[src/rtl/rv32i_bus_pkg.sv]
// rv32i_bus_pkg
// Shared definitions for the two-master memory arbiter: FSM state encoding,
// master identifiers and the legal read-latency range of the memory.
// No ports (package).
package rv32i_bus_pkg;

  // Arbiter FSM state encoding
  typedef logic [1:0] arb_state_t;
  localparam arb_state_t ST_IDLE      = 2'd0;
  localparam arb_state_t ST_WRITE     = 2'd1;
  localparam arb_state_t ST_READ_WAIT = 2'd2;
  localparam arb_state_t ST_READ_DONE = 2'd3;

  // Master identifiers, also used as the round-robin "last granted" value
  localparam logic MASTER_CPU = 1'b0;
  localparam logic MASTER_AUX = 1'b1;

  // Read latency range supported by the 3-bit wait counter
  localparam int RD_LAT_MIN = 1;
  localparam int RD_LAT_MAX = 7;
  localparam int CNT_W      = 3;

endpackage

[src/rtl/rv32i_mem_arbiter_rr_pick2.sv]
// rr_pick2
// Combinational two-way round-robin selector.
// Ports:
//   req   [1:0] in  request vector, bit N = master N
//   last        in  master granted most recently
//   valid       out at least one request present
//   sel         out selected master (meaningful only when valid)
module rr_pick2 (
  input  logic [1:0] req,
  input  logic       last,
  output logic       valid,
  output logic       sel
);

  always_comb begin
    valid = |req;
    // On a tie the master that did not win last time goes next
    if (req == 2'b11) begin
      sel = ~last;
    end else begin
      sel = req[1];
    end
  end

endmodule

[src/rtl/rv32i_mem_arbiter.sv]
// rv32i_mem_arbiter
// Shares one synchronous single-port memory between the CPU bus (master 0)
// and an auxiliary master (master 1). One transaction at a time, round-robin
// on contention, all outputs registered.
// States:
//   IDLE      | sample requests, launch the selected transaction
//   WRITE     | write strobe cycle
//   READ_WAIT | read strobe issued, counting down the memory latency
//   READ_DONE | read data returned to the owning master (rvalid pulse)
// Ports:
//   clk, reset                 clock, async active-high reset
//   mN_req/wr/addr/wdata/wmask master N request and qualifiers
//   mN_gnt                     one-cycle accept pulse (same cycle as strobe)
//   mN_rdata/mN_rvalid         read data return
//   mem_addr/data_out/wr_mask  registered memory controls, held between strobes
//   mem_rd/mem_wr              one-cycle memory strobes
//   mem_data_in                memory read data
module rv32i_mem_arbiter
  import rv32i_bus_pkg::*;
#(
  parameter int ADDR_W     = 32,
  parameter int DATA_W     = 32,
  parameter int RD_LATENCY = 1
) (
  input  logic                clk,
  input  logic                reset,
  input  logic                m0_req,
  input  logic                m0_wr,
  input  logic [ADDR_W-1:0]   m0_addr,
  input  logic [DATA_W-1:0]   m0_wdata,
  input  logic [DATA_W/8-1:0] m0_wmask,
  output logic                m0_gnt,
  output logic [DATA_W-1:0]   m0_rdata,
  output logic                m0_rvalid,
  input  logic                m1_req,
  input  logic                m1_wr,
  input  logic [ADDR_W-1:0]   m1_addr,
  input  logic [DATA_W-1:0]   m1_wdata,
  input  logic [DATA_W/8-1:0] m1_wmask,
  output logic                m1_gnt,
  output logic [DATA_W-1:0]   m1_rdata,
  output logic                m1_rvalid,
  output logic [ADDR_W-1:0]   mem_addr,
  output logic [DATA_W-1:0]   mem_data_out,
  output logic [DATA_W/8-1:0] mem_wr_mask,
  output logic                mem_rd,
  output logic                mem_wr,
  input  logic [DATA_W-1:0]   mem_data_in
);

  localparam int MASK_W = DATA_W / 8;
  localparam logic [CNT_W-1:0] RD_LAT_LD = CNT_W'(RD_LATENCY);

  if (RD_LATENCY < RD_LAT_MIN || RD_LATENCY > RD_LAT_MAX) begin : g_bad_rd_latency
    $error("rv32i_mem_arbiter: RD_LATENCY must be in 1..7");
  end

  arb_state_t        state_q, state_d;
  logic [CNT_W-1:0]  cnt_q, cnt_d;
  logic              last_gnt_q, last_gnt_d;
  logic              owner_q, owner_d;
  logic [ADDR_W-1:0] mem_addr_q, mem_addr_d;
  logic [DATA_W-1:0] mem_data_out_q, mem_data_out_d;
  logic [MASK_W-1:0] mem_wr_mask_q, mem_wr_mask_d;
  logic              mem_rd_q, mem_rd_d;
  logic              mem_wr_q, mem_wr_d;
  logic [1:0]        gnt_q, gnt_d;
  logic [1:0]        rvalid_q, rvalid_d;
  logic [DATA_W-1:0] rdata0_q, rdata0_d;
  logic [DATA_W-1:0] rdata1_q, rdata1_d;

  logic pick_valid;
  logic pick_sel;
  logic sel_wr;

  rr_pick2 u_rr_pick2 (
    .req   ({m1_req, m0_req}),
    .last  (last_gnt_q),
    .valid (pick_valid),
    .sel   (pick_sel)
  );

  assign sel_wr = pick_sel ? m1_wr : m0_wr;

  always_comb begin
    state_d        = state_q;
    cnt_d          = cnt_q;
    last_gnt_d     = last_gnt_q;
    owner_d        = owner_q;
    mem_addr_d     = mem_addr_q;
    mem_data_out_d = mem_data_out_q;
    mem_wr_mask_d  = mem_wr_mask_q;
    mem_rd_d       = 1'b0;
    mem_wr_d       = 1'b0;
    gnt_d          = 2'b00;
    rvalid_d       = 2'b00;
    rdata0_d       = rdata0_q;
    rdata1_d       = rdata1_q;

    case (state_q)
      ST_IDLE: begin
        if (pick_valid) begin
          owner_d        = pick_sel;
          last_gnt_d     = pick_sel;
          gnt_d          = pick_sel ? 2'b10 : 2'b01;
          mem_addr_d     = pick_sel ? m1_addr  : m0_addr;
          mem_data_out_d = pick_sel ? m1_wdata : m0_wdata;
          mem_wr_mask_d  = pick_sel ? m1_wmask : m0_wmask;
          if (sel_wr) begin
            mem_wr_d = 1'b1;
            state_d  = ST_WRITE;
          end else begin
            mem_rd_d = 1'b1;
            cnt_d    = RD_LAT_LD;
            state_d  = ST_READ_WAIT;
          end
        end
      end
      ST_WRITE: begin
        state_d = ST_IDLE;
      end
      ST_READ_WAIT: begin
        // Counter hits zero in the cycle the memory presents its data
        if (cnt_q == '0) begin
          if (owner_q == MASTER_AUX) begin
            rdata1_d = mem_data_in;
            rvalid_d = 2'b10;
          end else begin
            rdata0_d = mem_data_in;
            rvalid_d = 2'b01;
          end
          state_d = ST_READ_DONE;
        end else begin
          cnt_d = cnt_q - 1'b1;
        end
      end
      ST_READ_DONE: begin
        state_d = ST_IDLE;
      end
      default: begin
        state_d = ST_IDLE;
      end
    endcase
  end

  always_ff @(posedge clk or posedge reset) begin
    if (reset) begin
      state_q        <= ST_IDLE;
      cnt_q          <= '0;
      last_gnt_q     <= MASTER_AUX;
      owner_q        <= MASTER_CPU;
      mem_addr_q     <= '0;
      mem_data_out_q <= '0;
      mem_wr_mask_q  <= '0;
      mem_rd_q       <= 1'b0;
      mem_wr_q       <= 1'b0;
      gnt_q          <= 2'b00;
      rvalid_q       <= 2'b00;
      rdata0_q       <= '0;
      rdata1_q       <= '0;
    end else begin
      state_q        <= state_d;
      cnt_q          <= cnt_d;
      last_gnt_q     <= last_gnt_d;
      owner_q        <= owner_d;
      mem_addr_q     <= mem_addr_d;
      mem_data_out_q <= mem_data_out_d;
      mem_wr_mask_q  <= mem_wr_mask_d;
      mem_rd_q       <= mem_rd_d;
      mem_wr_q       <= mem_wr_d;
      gnt_q          <= gnt_d;
      rvalid_q       <= rvalid_d;
      rdata0_q       <= rdata0_d;
      rdata1_q       <= rdata1_d;
    end
  end

  assign m0_gnt       = gnt_q[0];
  assign m1_gnt       = gnt_q[1];
  assign m0_rvalid    = rvalid_q[0];
  assign m1_rvalid    = rvalid_q[1];
  assign m0_rdata     = rdata0_q;
  assign m1_rdata     = rdata1_q;
  assign mem_addr     = mem_addr_q;
  assign mem_data_out = mem_data_out_q;
  assign mem_wr_mask  = mem_wr_mask_q;
  assign mem_rd       = mem_rd_q;
  assign mem_wr       = mem_wr_q;

endmodule

[config.mk]
export PLATFORM = sky130hd
export DESIGN_NAME = rv32i_mem_arbiter
export DESIGN_NICKNAME = d
export VERILOG_FILES = /design/src/rtl/rv32i_bus_pkg.sv /design/src/rtl/rv32i_mem_arbiter_rr_pick2.sv /design/src/rtl/rv32i_mem_arbiter.sv
export SDC_FILE = /design/constraint.sdc
export NUM_CORES = 1
export LEC_CHECK = 0
export CAP_MARGIN = 0
export CORE_MARGIN = 2
export CORE_UTILIZATION = 25
export CTS_CLUSTER_DIAMETER = 150
export DETAILED_ROUTE_END_ITERATION = 12
export DONT_BUFFER_PORTS = 1
export PLACE_DENSITY = 0.45
export SLEW_MARGIN = 25
export SYNTH_ARGS = -nofsm -noshare
export SYNTH_HDL_FRONTEND = slang
export SYNTH_HIERARCHICAL = 1
export SYNTH_SLANG_ARGS = --single-unit
[constraint.sdc]
create_clock -name clk -period 7.1 [get_ports clk]
set_input_delay 1.775 -clock clk [delete_from_list [all_inputs] [get_ports clk]]
set_output_delay 1.775 -clock clk [all_outputs]
set_load 0.005 [all_outputs]
## Yosys cells after proc, flatten, opt, wreduce, memory -nomap -nowiden

Cells that the tools add are included.

| word-level totals | value |
|---|---|
| register bits after elaboration | 145 |
| input bits | 174 |
| output and inout port bits | 138 |

| operators by class | value |
|---|---|
| $add $sub $neg | 1 |
| eq/ne operators | 8 |
| mux-type cells | 25 |
| bitwise gates (word level) | 2 |
| reductions and logical operators | 10 |

Operator list:

| operator | number |
|---|---|
| 32-bit two-way mux | 2 |
| 2-bit two-way mux | 9 |
| 3-bit two-way mux | 3 |
| 1-bit two-way mux | 8 |
| 2-bit != test, second input constant | 4 |
| 2-bit equality test, second input constant | 3 |
| 2-bit one-hot mux with 3 select lines | 1 |
| 3-bit one-hot mux with 2 select lines | 1 |
| 3-bit AND reduction | 2 |
| 4-bit two-way mux | 1 |
| 2-bit AND reduction | 2 |
| 4-bit AND reduction | 1 |
| 2-bit OR reduction | 2 |
| 3-bit logical NOT | 1 |
| 3-bit by 1-bit subtractor with 3-bit output, second input constant | 1 |
| 2-bit by 1-bit equality test with 1-bit output, second input constant | 1 |
| 2-bit logical NOT | 1 |
| 1-bit inverter | 2 |
| 2-bit nonzero test | 1 |

## Depth between registers and ports, before layout

| depth | value |
|---|---|
| depth in word-level cells | 6 |
| gate-level depth with buffers | 7 |
| gate-level depth less buffers | 6 |

## Hierarchy

The synthesis kept the hierarchy.

Modules (own cells, without submodules):

| module | instances | cells each | area an instance (um^2) | sequential area each (um^2) |
|---|---|---|---|---|
| rv32i_mem_arbiter | 1 | 481 | 6187.2 | 3629.7 |
| rr_pick2 | 1 | 2 | 13.8 | 0.0 |

## Worst setup path before layout

Ideal clock, no wire load.

| path | value |
|---|---|
| path type | input port to flip-flop |
| start | input m1_req |
| end | register mem_data_out_q[10] (netlist: mem_data_out[10]) |
| data arrival time | 2.838 ns |
| data required time | 6.981 ns |
| setup slack | 4.143 ns |
| cell stages on the path | 5 |
| buffers on the path | 2 |
| cell sequence | a21boi_1 -> buf_2 -> clkbuf_1 -> mux2i_1 -> o21ai_2 |

| on the way | value |
|---|---|
| word-level cells in the longest chain between the ends | 3 |
| elaborated cells between the ends (all ways) | 5 |
| classes of those cells | eq/ne: 1; mux: 2; reduce/logical: 2 |

RTL lines:

| item | line | source |
|---|---|---|
| start, declared | rv32i_mem_arbiter.sv:35 | `input logic m1_req,` |
| 2-bit equality test | rv32i_mem_arbiter_rr_pick2.sv:18 | `if (req == 2'b11) begin` |
| 1-bit two-way mux | rv32i_mem_arbiter_rr_pick2.sv:18 |  |
| 32-bit two-way mux | rv32i_mem_arbiter.sv:107 | `mem_data_out_d = pick_sel ? m1_wdata : m0_wdata;` |
| end signal, assigned | rv32i_mem_arbiter.sv:167 | `mem_data_out_q <= mem_data_out_d;` |
| end, declared | rv32i_mem_arbiter.sv:63 | `logic [DATA_W-1:0] mem_data_out_q, mem_data_out_d;` |

Parallel ways exist; a longest one is shown, timed or not.
A chain may end at the register's enable or synchronous reset.

## Worst setup path after layout

| path | value |
|---|---|
| start | input m1_req |
| end | register mem_addr_q[16] (netlist: mem_addr[16]) |

| on the way | value |
|---|---|
| word-level cells in the longest chain between the ends | 3 |
| elaborated cells between the ends (all ways) | 5 |
| classes of those cells | eq/ne: 1; mux: 2; reduce/logical: 2 |

RTL lines:

| item | line | source |
|---|---|---|
| 2-bit equality test | rv32i_mem_arbiter_rr_pick2.sv:18 |  |
| 1-bit two-way mux | rv32i_mem_arbiter_rr_pick2.sv:18 |  |
| 32-bit two-way mux | rv32i_mem_arbiter.sv:106 | `mem_addr_d = pick_sel ? m1_addr : m0_addr;` |
| end signal, assigned | rv32i_mem_arbiter.sv:166 | `mem_addr_q <= mem_addr_d;` |
| end, declared | rv32i_mem_arbiter.sv:62 | `logic [ADDR_W-1:0] mem_addr_q, mem_addr_d;` |

Parallel ways exist; a longest one is shown, timed or not.

==> impl_metrics.env <==
export IMPL_nFillCells=2478
export IMPL_clk_pin_slew_ns=0.06
export IMPL_syn_cell_area_um2=6201
export IMPL_synth_top_area_cell="dfrtp_1"
export IMPL_hp_class="flip-flop to flip-flop"
export IMPL_post_cts_buffers=0
export IMPL_multi_input_area_um2=2321
export IMPL_drv_cap=0
export IMPL_vdd_drop_max_mv=0.1388
export IMPL_grtUsageTotal_pct=10.85
export IMPL_status="complete, no violations"
export IMPL_cts_sinks=145
export IMPL_dr_pass1_iters=4
export IMPL_place_congestion=0.7087
export IMPL_netSwitchingPower_mw=1.136
export IMPL_internal_power_mw=2.161
export IMPL_setup_slack_ns=3.678
export IMPL_cts_buffer_depth=2
export IMPL_io_buffers=0
export IMPL_tns_ns=0
export IMPL_synth_cells=483
export IMPL_dp_hpwl_um=10180
export IMPL_crit_start="m1_req"
export IMPL_power_frac_seq_pct=47.9
export IMPL_final_max_slew_viol_count=0
export IMPL_clk_root_buffer_cell="clkbuf_16"
export IMPL_clk_insertion_delay_late_ns=0.41
export IMPL_initial_utilization_pct=25.50
export IMPL_seqCellArea_um2=3630
export IMPL_path_cells="or2_1, or3b_4, buf_4, o21ai_1"
export IMPL_reg2reg_from="cnt_q[0]$_DFFE_PP0P_"
export IMPL_synth_edf_count=0
export IMPL_yosysTopAreaCellShare_pct=58.11
export IMPL_post_route_drc_count=0
export IMPL_io_pins=312
export IMPL_wl_um=14170
export IMPL_slew_headroom_pct=38.12
export IMPL_syn_nets=659
export IMPL_die_w_um=161.5
export IMPL_worstPathArrival_ns=3.69
export IMPL_grt_pass1_wl_um=21580
export IMPL_antenna_found_initial=0
export IMPL_r2r_cells=5
export IMPL_ys_types=28
export IMPL_grt_pass1_vias=3819
export IMPL_cts_hold_buf=0
export IMPL_coreArea_um2=24320
export IMPL_setup_viol=0
export IMPL_h_tree_depth=4
export IMPL_diodes=0
export IMPL_cp_slowest_stage_delay_ns=0.75
export IMPL_die_h_um=161.5
export IMPL_pwr_share_comb_pct=23.7
export IMPL_post_place_ws_ns=3.168
export IMPL_p_leak_nw=3.135
export IMPL_cp_start_kind="input port"
export IMPL_hold_start="last_gnt_q$_DFFE_PP1P_"
export IMPL_ys_warn_count=6
export IMPL_gr_total_overflow=0
export IMPL_cts_buffers=17
export IMPL_tritoncts="yes"
export IMPL_hold_viol=0
export IMPL_finalCriticalPeriod_ns=3.422
export IMPL_p_clk_share_pct=28.4
export IMPL_crit_fanout=73
export IMPL_required_ns=7.37
export IMPL_fmax_mhz=292.3
export IMPL_cts_repair_resized=0
export IMPL_worstSetupEndpointType="flip-flop"
export IMPL_worstHoldPathCells=2
export IMPL_viasPerCell=4.404
export IMPL_syn2layout_area_growth_pct=13.46
export IMPL_rsz0062_at_grt="no"
export IMPL_wire_per_inst_um=17.45
export IMPL_postSynthAreaPerCell_um2=12.84
export IMPL_post_synth_top_count_cell="dfrtp_1"
export IMPL_async_reset_ff_share_pct=100.0
export IMPL_power_density_nw_per_um2=468.6
export IMPL_criticalPathCategory="input port to flip-flop"
export IMPL_synth_seq_cells=145
export IMPL_worst_pin_slew_ns=0.9271
export IMPL_yosysSeqAreaShare_pct=58.54
export IMPL_num_rows=57
export IMPL_final_net_count=651
export IMPL_grt_max_degree=83
export IMPL_clock_skew_final_ns=0.01018
export IMPL_drt_iter0_drc=129
export IMPL_vias=3576
export IMPL_period_share_pct=48.19
export IMPL_die_area_um2=26080
export IMPL_synth_area_leaders="dfrtp_1, mux2_2, mux2i_1, nand2_1, o21ai_2"
export IMPL_slowest_stage="or3b_4"
export IMPL_swShare_pct=34.46
export IMPL_synth_ff_type="dfrtp_1"
export IMPL_postRouteAntennaNets=0
export IMPL_drive_above_1_share_pct=27.87
export IMPL_netlist_top_cells_count="dfrtp_1, nand2_1, mux2i_1"
critical path: cells and delay by family:
family,cells,cell delay (ns)
simple gates,2,1.02
buf+inv,1,0.65
compound gates,1,0.17
through the flow:
stage	cells	hold slack, ns	instance area, um^2	power (mW)	utilization [%]
floorplan	483	0.4391	6201	2.227	-
global placement	780	0.4897	6421	2.373	26.40
detailed placement	780	0.4934	6421	2.419	26.40
CTS	812	0.5093	7032	3.383	28.91
global route	812	0.5431	7036	3.554	28.93
finish	812	0.4952	7036	3.297	28.93
area by class of cell:
class                           count  area share, %
Timing Repair Buffer                5         0.5869
Multi-Input combinational cell    300          32.99
Sequential cell                   145          51.59
Clock inverter                     15          2.632
Inverter                            6         0.3913
Clock buffer                       17          6.047
Tap cell                          324          5.762
cell families (layout without fill, tap and decap cells):
family / Yosys count / in the layout / synth area share (%)
and+or+nand+nor: 89 / 89 / 5.912
AOI/OAI and AO/OA: 76 / 76 / 8.051
DFF: 145 / 145 / 58.54
muxes: 133 / 133 / 22.76
buffers and inverters: 38 / 43 / 4.338
adders and majority gates: 2 / 2 / 0.4035
power by group through the flow:
stage,Clock [mW],Combinational [mW],Sequential (mW)
2_1_floorplan,0,0.754,1.47
3_3_place_gp,0,0.765,1.61
3_5_place_dp,0,0.816,1.60
4_1_cts,0.979,0.809,1.60
5_1_grt,1.03,0.892,1.64
6_report,0.935,0.782,1.58
per-layer routing:
metal	vias up	global-route usage [%]	wire length (um)
li1	1665	-	-
met1	1697	11.89	5157
met2	209	18.36	7187
met3	5	5.393	1698
met4	0	3.490	126
met5	-	0	0
sequential cells by signal (all words and copies together), names as in the netlist:
register	flops
cnt_q	3
gnt_q	2
last_gnt_q	1
m0_rdata	32
m1_rdata	32
mem_addr	32
mem_data_out	32
mem_rd	1
mem_wr	1
mem_wr_mask	4
owner_q	1
rvalid_q	2
state_q	2
placed cells by master (no fill, tap or decap):
cell and instances:
a21oi_1 2, inv_8 3, or3b_4 1, nand3_2 1, buf_6 1, nor2b_1 1, and3b_1 1, inv_6 8
o21ai_1 40, inv_1 5, and2_1 1, a21boi_4 1, clkinv_8 1, nor3b_1 1, mux2_2 64, nand2_1 77
o21ai_2 28, clkinv_4 1, clkinv_2 1, dfstp_2 1, dfrtp_1 144, or3b_2 2, nor2_1 3, o22ai_1 2
ha_1 2, buf_4 4, a211oi_1 2, mux2i_1 69, or2_1 1, bufinv_16 2, o32ai_1 1, clkbuf_16 17
final timing paths:
kind / slack [ns] / end
worst min register to register: 0.50 / last_gnt_q$_DFFE_PP1P_
min in group asynchronous: 1.35 / mem_addr[7]$_DFFE_PP0P_
max in group asynchronous: 4.41 / m0_rdata[7]$_DFFE_PP0P_
worst max-delay path: 3.68 / mem_addr[16]$_DFFE_PP0P_
worst min-delay path: 0.50 / last_gnt_q$_DFFE_PP1P_
worst max register to register: 4.76 / m1_rdata[9]$_DFFE_PP0P_
No activity file was read; power rests on OpenSTA's default activity.
